File: config.mk
export PLATFORM = sky130hd
export DESIGN_NAME = paddle_draw
export DESIGN_NICKNAME = d
export VERILOG_FILES = /design/src/rtl/paddle_draw.sv
export SDC_FILE = /design/constraint.sdc
export NUM_CORES = 1
export LEC_CHECK = 0
export ABC_AREA = 1
export ABC_CLOCK_PERIOD_IN_PS = 2950
export CAP_MARGIN = 20
export CORE_MARGIN = 2
export CORE_UTILIZATION = 54
export CTS_BUF_LIST = sky130_fd_sc_hd__clkbuf_8 sky130_fd_sc_hd__clkbuf_16
export DETAILED_ROUTE_END_ITERATION = 8
export PLACE_DENSITY = 0.8
export SYNTH_ARGS = -nofsm -noshare
export SYNTH_HDL_FRONTEND = slang
export SYNTH_SLANG_ARGS = --single-unit
File: constraint.sdc
create_clock -name clk -period 2.95 [get_ports clk]
set_input_delay 0.4425 -clock clk [delete_from_list [all_inputs] [get_ports clk]]
set_output_delay 0.4425 -clock clk [all_outputs]
set_load 0.1 [all_outputs]
File: src/rtl/paddle_draw.sv
// paddle_draw: erases the previously shown paddle and plots the new one
// through the VGA adapter pixel interface, one pixel per clock.
module paddle_draw #(
  parameter int          SCREEN_W  = 640,
  parameter int          HALF_W    = 40,
  parameter int          PADDLE_Y  = 460,
  parameter int          PADDLE_H  = 4,
  parameter logic [2:0]  FG_COLOUR = 3'b111,
  parameter logic [2:0]  BG_COLOUR = 3'b000
) (
  input  logic       clk,
  input  logic       reset,
  input  logic [9:0] paddle_x,
  input  logic       frame_tick,
  output logic [9:0] vga_x,
  output logic [8:0] vga_y,
  output logic [2:0] colour,
  output logic       plot,
  output logic       busy,
  output logic       done
);

  localparam logic [10:0] HALF_W11 = 11'(HALF_W);
  localparam logic [10:0] X_MAX11  = 11'(SCREEN_W - 1);
  localparam logic [8:0]  Y_TOP    = 9'(PADDLE_Y);
  localparam logic [8:0]  Y_BOT    = 9'(PADDLE_Y + PADDLE_H - 1);

  typedef enum logic [2:0] {IDLE, LATCH, ERASE, DRAW, FINISH} state_t;

  state_t      state_q, state_d;
  logic [9:0]  new_x_q, new_x_d;
  logic [9:0]  shown_x_q, shown_x_d;
  logic        shown_valid_q, shown_valid_d;
  logic [10:0] old_left_q, old_left_d, old_right_q, old_right_d;
  logic        drew_q, drew_d;
  logic [9:0]  vga_x_q, vga_x_d;
  logic [8:0]  vga_y_q, vga_y_d;
  logic [2:0]  colour_q, colour_d;
  logic        plot_q, plot_d, busy_q, busy_d, done_q, done_d;

  logic [10:0] nx11, nx_plus, new_left, new_right;

  // Clipped bounds of the latched centre; 11-bit so left never wraps below 0.
  always_comb begin
    nx11      = {1'b0, new_x_q};
    nx_plus   = nx11 + HALF_W11;
    new_left  = (nx11 >= HALF_W11) ? (nx11 - HALF_W11) : 11'd0;
    new_right = (nx_plus > X_MAX11) ? X_MAX11 : nx_plus;
  end

  // Next-state, sweep counters and registered output values.
  always_comb begin
    state_d       = state_q;
    new_x_d       = new_x_q;
    shown_x_d     = shown_x_q;
    shown_valid_d = shown_valid_q;
    old_left_d    = old_left_q;
    old_right_d   = old_right_q;
    drew_d        = drew_q;
    vga_x_d       = vga_x_q;
    vga_y_d       = vga_y_q;
    colour_d      = colour_q;
    case (state_q)
      IDLE: begin
        if (frame_tick) begin
          new_x_d = paddle_x;
          state_d = LATCH;
        end
      end
      LATCH: begin
        if (shown_valid_q && (new_x_q == shown_x_q)) begin
          drew_d  = 1'b0;
          state_d = FINISH;
        end else begin
          drew_d = 1'b1;
          // An empty old rectangle (fully clipped) has nothing to erase.
          if (shown_valid_q && (old_left_q <= old_right_q)) begin
            state_d  = ERASE;
            vga_x_d  = old_left_q[9:0];
            vga_y_d  = Y_TOP;
            colour_d = BG_COLOUR;
          end else if (new_left <= new_right) begin
            state_d  = DRAW;
            vga_x_d  = new_left[9:0];
            vga_y_d  = Y_TOP;
            colour_d = FG_COLOUR;
          end else begin
            state_d = FINISH;
          end
        end
      end
      ERASE: begin
        if ({1'b0, vga_x_q} < old_right_q) begin
          vga_x_d = vga_x_q + 10'd1;
        end else if (vga_y_q < Y_BOT) begin
          vga_x_d = old_left_q[9:0];
          vga_y_d = vga_y_q + 9'd1;
        end else if (new_left <= new_right) begin
          state_d  = DRAW;
          vga_x_d  = new_left[9:0];
          vga_y_d  = Y_TOP;
          colour_d = FG_COLOUR;
        end else begin
          state_d = FINISH;
        end
      end
      DRAW: begin
        if ({1'b0, vga_x_q} < new_right) begin
          vga_x_d = vga_x_q + 10'd1;
        end else if (vga_y_q < Y_BOT) begin
          vga_x_d = new_left[9:0];
          vga_y_d = vga_y_q + 9'd1;
        end else begin
          state_d = FINISH;
        end
      end
      FINISH: begin
        state_d = IDLE;
        if (drew_q) begin
          shown_x_d     = new_x_q;
          shown_valid_d = 1'b1;
          old_left_d    = new_left;
          old_right_d   = new_right;
        end
      end
      default: state_d = IDLE;
    endcase
    plot_d = (state_d == ERASE) || (state_d == DRAW);
    busy_d = (state_d != IDLE);
    done_d = (state_d == FINISH);
  end

  // State and output registers; reset overrides everything.
  always_ff @(posedge clk) begin
    if (reset) begin
      state_q       <= IDLE;
      new_x_q       <= '0;
      shown_x_q     <= '0;
      shown_valid_q <= 1'b0;
      old_left_q    <= '0;
      old_right_q   <= '0;
      drew_q        <= 1'b0;
      vga_x_q       <= '0;
      vga_y_q       <= '0;
      colour_q      <= BG_COLOUR;
      plot_q        <= 1'b0;
      busy_q        <= 1'b0;
      done_q        <= 1'b0;
    end else begin
      state_q       <= state_d;
      new_x_q       <= new_x_d;
      shown_x_q     <= shown_x_d;
      shown_valid_q <= shown_valid_d;
      old_left_q    <= old_left_d;
      old_right_q   <= old_right_d;
      drew_q        <= drew_d;
      vga_x_q       <= vga_x_d;
      vga_y_q       <= vga_y_d;
      colour_q      <= colour_d;
      plot_q        <= plot_d;
      busy_q        <= busy_d;
      done_q        <= done_d;
    end
  end

  assign vga_x  = vga_x_q;
  assign vga_y  = vga_y_q;
  assign colour = colour_q;
  assign plot   = plot_q;
  assign busy   = busy_q;
  assign done   = done_q;

endmodule

==> results.py <==
metrics = {
    "finish": {
        "nNetsFinal": 1015,
        "fill_cells": 813,
        "finalNonFillerCells": 1099,
        "syn_to_final_growth_pct": 32.2,
        "drive_above_1_share_pct": 24.5,
        "num_antenna_cells": 0,
    },
    "yosys": {
        "synth_area_per_cell_um2": 6.21,
        "synth_top_flop_cell": "dfxtp_1",
        "synth_edf_count": 0,
        "ys_seq_area_share_pct": 26.7,
        "synth_cell_types": 41,
        "synth_area_leaders": "dfxtp_1, nand2_1, ha_1",
        "synthCells": 870,
        "synth_top_area_share_pct": 26.7,
        "ys_warn_count": 0,
        "ys_async_sr_fraction_pct": 0,
        "ys_seq_elements": 72,
        "syn_nets": 924,
        "synth_area_um2": 5400,
        "synth_top_cell_by_area": "dfxtp_1",
    },
    "setup_path": {
        "path_cells": "inv_4 > ha_4 > nand2_2 > nand2_1 > nor2_1 > nand2_1 > nand3_2 > nand2_4 > inv_4 > nor2_4 > ha_4 > a21oi_2 > o21a_1 > o21ai_2 > a21oi_4 > nand2_8 > buf_6 > nand2_4 > nand2_4 > o21ai_2 > nor2_2 > buf_4 > nor2_1",
        "cpMaxStageDelayCell": "dfxtp_4",
        "path_buf_inv": 4,
        "worstRegToRegCells": 23,
        "critPathLaunchType": "flop",
        "regToRegSetupSlack_ns": -0.13,
        "critPathCaptureType": "flop",
        "crit_type": "flop to flop",
        "crit-reg2reg-launch": "new_x_q[4]$_SDFFE_PP0P_",
        "r2r_end": "state_q[1]$_SDFF_PP0_",
        "cp.arrival_ns": 3.39,
        "crit_required_ns": 3.26,
        "worstPathMaxFanout": 6,
        "cpPeakStageDelay_ns": 0.40,
        "cp_top_family": "simple AND/OR/NAND/NOR gates",
        "crit_top_cell": "nand2_4",
    },
    "place": {
        "dp_hpwl_um": 11800,
        "port_buffers": 37,
        "dp.cells": 1071,
        "detailedPlace.worstSlack_ns": -0.115,
        "gp_congestion": 0.930,
    },
    "clock_network": {
        "cts_sinks": 72,
        "clkTransAtPathRegs_ns": 0.09,
        "clockBufferDepth": 2,
        "clock_tree.root_cell": "clkbuf_8",
        "cts_hold_buf": 0,
        "htreeDepth": 3,
        "cts_tree": "built",
        "cts_buffers": 9,
        "clk_latency_ns": 0.37,
    },
    "timing": {
        "drv_slew": 0,
        "setup_ws_ns": -0.130,
        "clock.fmax_mhz": 325,
        "rsz0062_at_grt": "true",
        "final_hold_viol_count": 0,
        "setup_viol": 24,
        "finalCritPeriodShare_pct": 104,
        "fin_worst_skew_ns": 0.0103,
        "slew_headroom_pct": 51.6,
        "setup_tns_ns": -2.15,
        "period_minus_slack_ns": 3.08,
        "worstMarginPinSlew_ns": 0.725,
    },
    "die": {
        "fp.dieArea_um2": 10800,
        "die-height_um": 104,
        "core-area_um2": 9730,
        "dieWidth_um": 104,
        "ios": 38,
        "rows": 36,
        "start_util_pct": 55.5,
    },
    "global_routing": {
        "overflow": 0,
        "grt_pass1_wl_um": 26700,
        "antenna_found_initial": 0,
        "track_usage_pct": 30.2,
        "grt_pass1_vias": 5654,
        "grt_max_degree": 45,
    },
    "outcome": {
        "status": "finished with violations",
        "failed_checks": "negative setup slack",
    },
    "min_path": {
        "whs_path_depth": 2,
        "min_path_type": "flop to flop",
        "worstHoldStart": "colour[2]$_SDFFE_PP0P_",
        "hold_path_end": "colour[2]$_SDFFE_PP0P_",
    },
    "power_and_ir_drop": {
        "fin_total_pwr_w": 0.00948,
        "ir_drop_v": 0.000567,
        "p_per_area_nw_per_um2": 1330,
        "power_leakage_nw": 3.38,
    },
    "drt": {
        "wl_per_cell_um": 16.0,
        "ant_nets": 0,
        "dr.pass1.iters": 6,
        "drtIter0Drc": 565,
        "via_per_inst": 5.66,
        "wl_um": 17500,
        "vias": 6221,
        "drc_errors": 0,
    },
    "flow_run": {
        "maxCapViolCount": 0,
    },
}
## where the power goes
group          switching (W)  internal (W)
clock               0.000459      0.000408
sequential          0.000243       0.00119
combinational        0.00453       0.00264
total                0.00524       0.00424
## what timing repair did
action                                  4_1_cts  5_1_grt
buffers inserted                              1        8
resized for setup                            30      123
pin swaps                                    17       38
hold endpoints to repair                      0        0
endpoints found under the setup margin       22       28
cloned                                        2        1
## per-layer routing
metal	track usage [%]	up-vias	share of wire (%)
met2	50.6	322	49
met4	12.5	0	3.3
met5	0	-	0
li1	-	3039	-
met1	38.9	2794	40
met3	4.45	66	8.4
## cell type report
cell class / count / area (um^2) / area share (%)
Timing Repair Buffer: 108 / 913 / 12.8
Multi-Input combinational cell: 649 / 3910 / 54.8
Inverter: 120 / 478 / 6.70
Clock buffer: 9 / 124 / 1.74
Tap cell: 133 / 166 / 2.33
Sequential cell: 72 / 1450 / 20.4
Clock inverter: 7 / 85.1 / 1.19
Timing Repair inverter: 1 / 7.51 / 0.105
## worst register-to-register path: cells and delay by family (launching register included)
family / cells / cell delay, ns
and+or+nand+nor: 12 / 0.99
AOI/OAI and AO/OA: 5 / 0.71
adders and majority gates: 2 / 0.52
DFF: 1 / 0.40
buffers and inverters: 4 / 0.39
## sequential cells by signal (all words and copies together) (netlist names)
register	count
colour	3
plot	1
vga_x	10
old_left_q	11
shown_valid_q	1
drew_q	1
done	1
busy	1
shown_x_q	10
state_q	3
vga_y	9
old_right_q	11
new_x_q	10
## stage by stage
stage / instance area [um^2] / hold slack [ns] / utilization (%)
floorplan: 5470 / 0.454 / -
global placement: 6270 / 0.437 / 64.5
detailed placement: 6270 / 0.441 / 64.5
CTS: 6600 / 0.454 / 67.9
global route: 7140 / 0.466 / 73.4
finish: 7140 / 0.452 / 73.4
## cells in the mapped netlist, drive strengths merged (4+ instances only)
cell,n
clkbuf,19
nor3,18
o21ai,63
xor2,12
nor2,83
nand2,222
nand3,88
dfxtp,72
o211ai,5
xnor2,4
a21oi,82
a221oi,4
ha,41
buf,10
inv,117
nand4,8
## kinds of logic after synthesis
group | Yosys count | share of synthesized area (%)
AND/OR/NAND/NOR | 425 | 33.6
adder cells (fa/ha/maj) | 41 | 9.50
XOR/XNOR | 16 | 2.60
AO/OA/AOI/OAI | 166 | 16.8
other | 1 | 0.0695
flip-flops | 72 | 26.7
buffers and inverters | 149 | 10.7
## worst max path at each step
stage,from,endpoint,slack [ns],cells after the start
final,new_x_q[4]$_SDFFE_PP0P_,state_q[1]$_SDFF_PP0_,-0.13,23
after global routing,new_x_q[4]$_SDFFE_PP0P_,state_q[1]$_SDFF_PP0_,-0.26,23
after CTS,new_x_q[3]$_SDFFE_PP0P_,vga_x[1]$_SDFFE_PP0P_,0.0002,21
after detailed placement,new_x_q[4]$_SDFFE_PP0P_,vga_y[2]$_SDFFE_PP0P_,-0.11,21
after global placement,new_x_q[3]$_SDFFE_PP0P_,vga_x[8]$_SDFFE_PP0P_,-0.01,21
after floorplan,new_x_q[3]$_SDFFE_PP0P_,vga_y[7]$_SDFFE_PP0P_,-0.004,23
## placed cells by master (no fill, tap or decap), drive strengths merged, types with 2 or more instances in the layout
cell	Yosys	final
dfxtp	72	72
a31oi	2	2
xor2	12	12
nand4	8	8
clkinv	3	2
o22ai	2	2
or2	2	2
nand3	88	88
a221oi	4	4
o211ai	5	5
nor3	18	18
nand2	222	222
buf	10	96
clkdlybuf4s50	0	12
clkinvlp	0	3
nand3b	3	3
clkbuf	19	9
o21ai	63	63
a211oi	2	2
o31ai	2	2
a21oi	82	82
ha	41	41
nor2	83	83
xnor2	4	4
inv	117	122
Note: power is estimated with default switching activity, not from simulation.
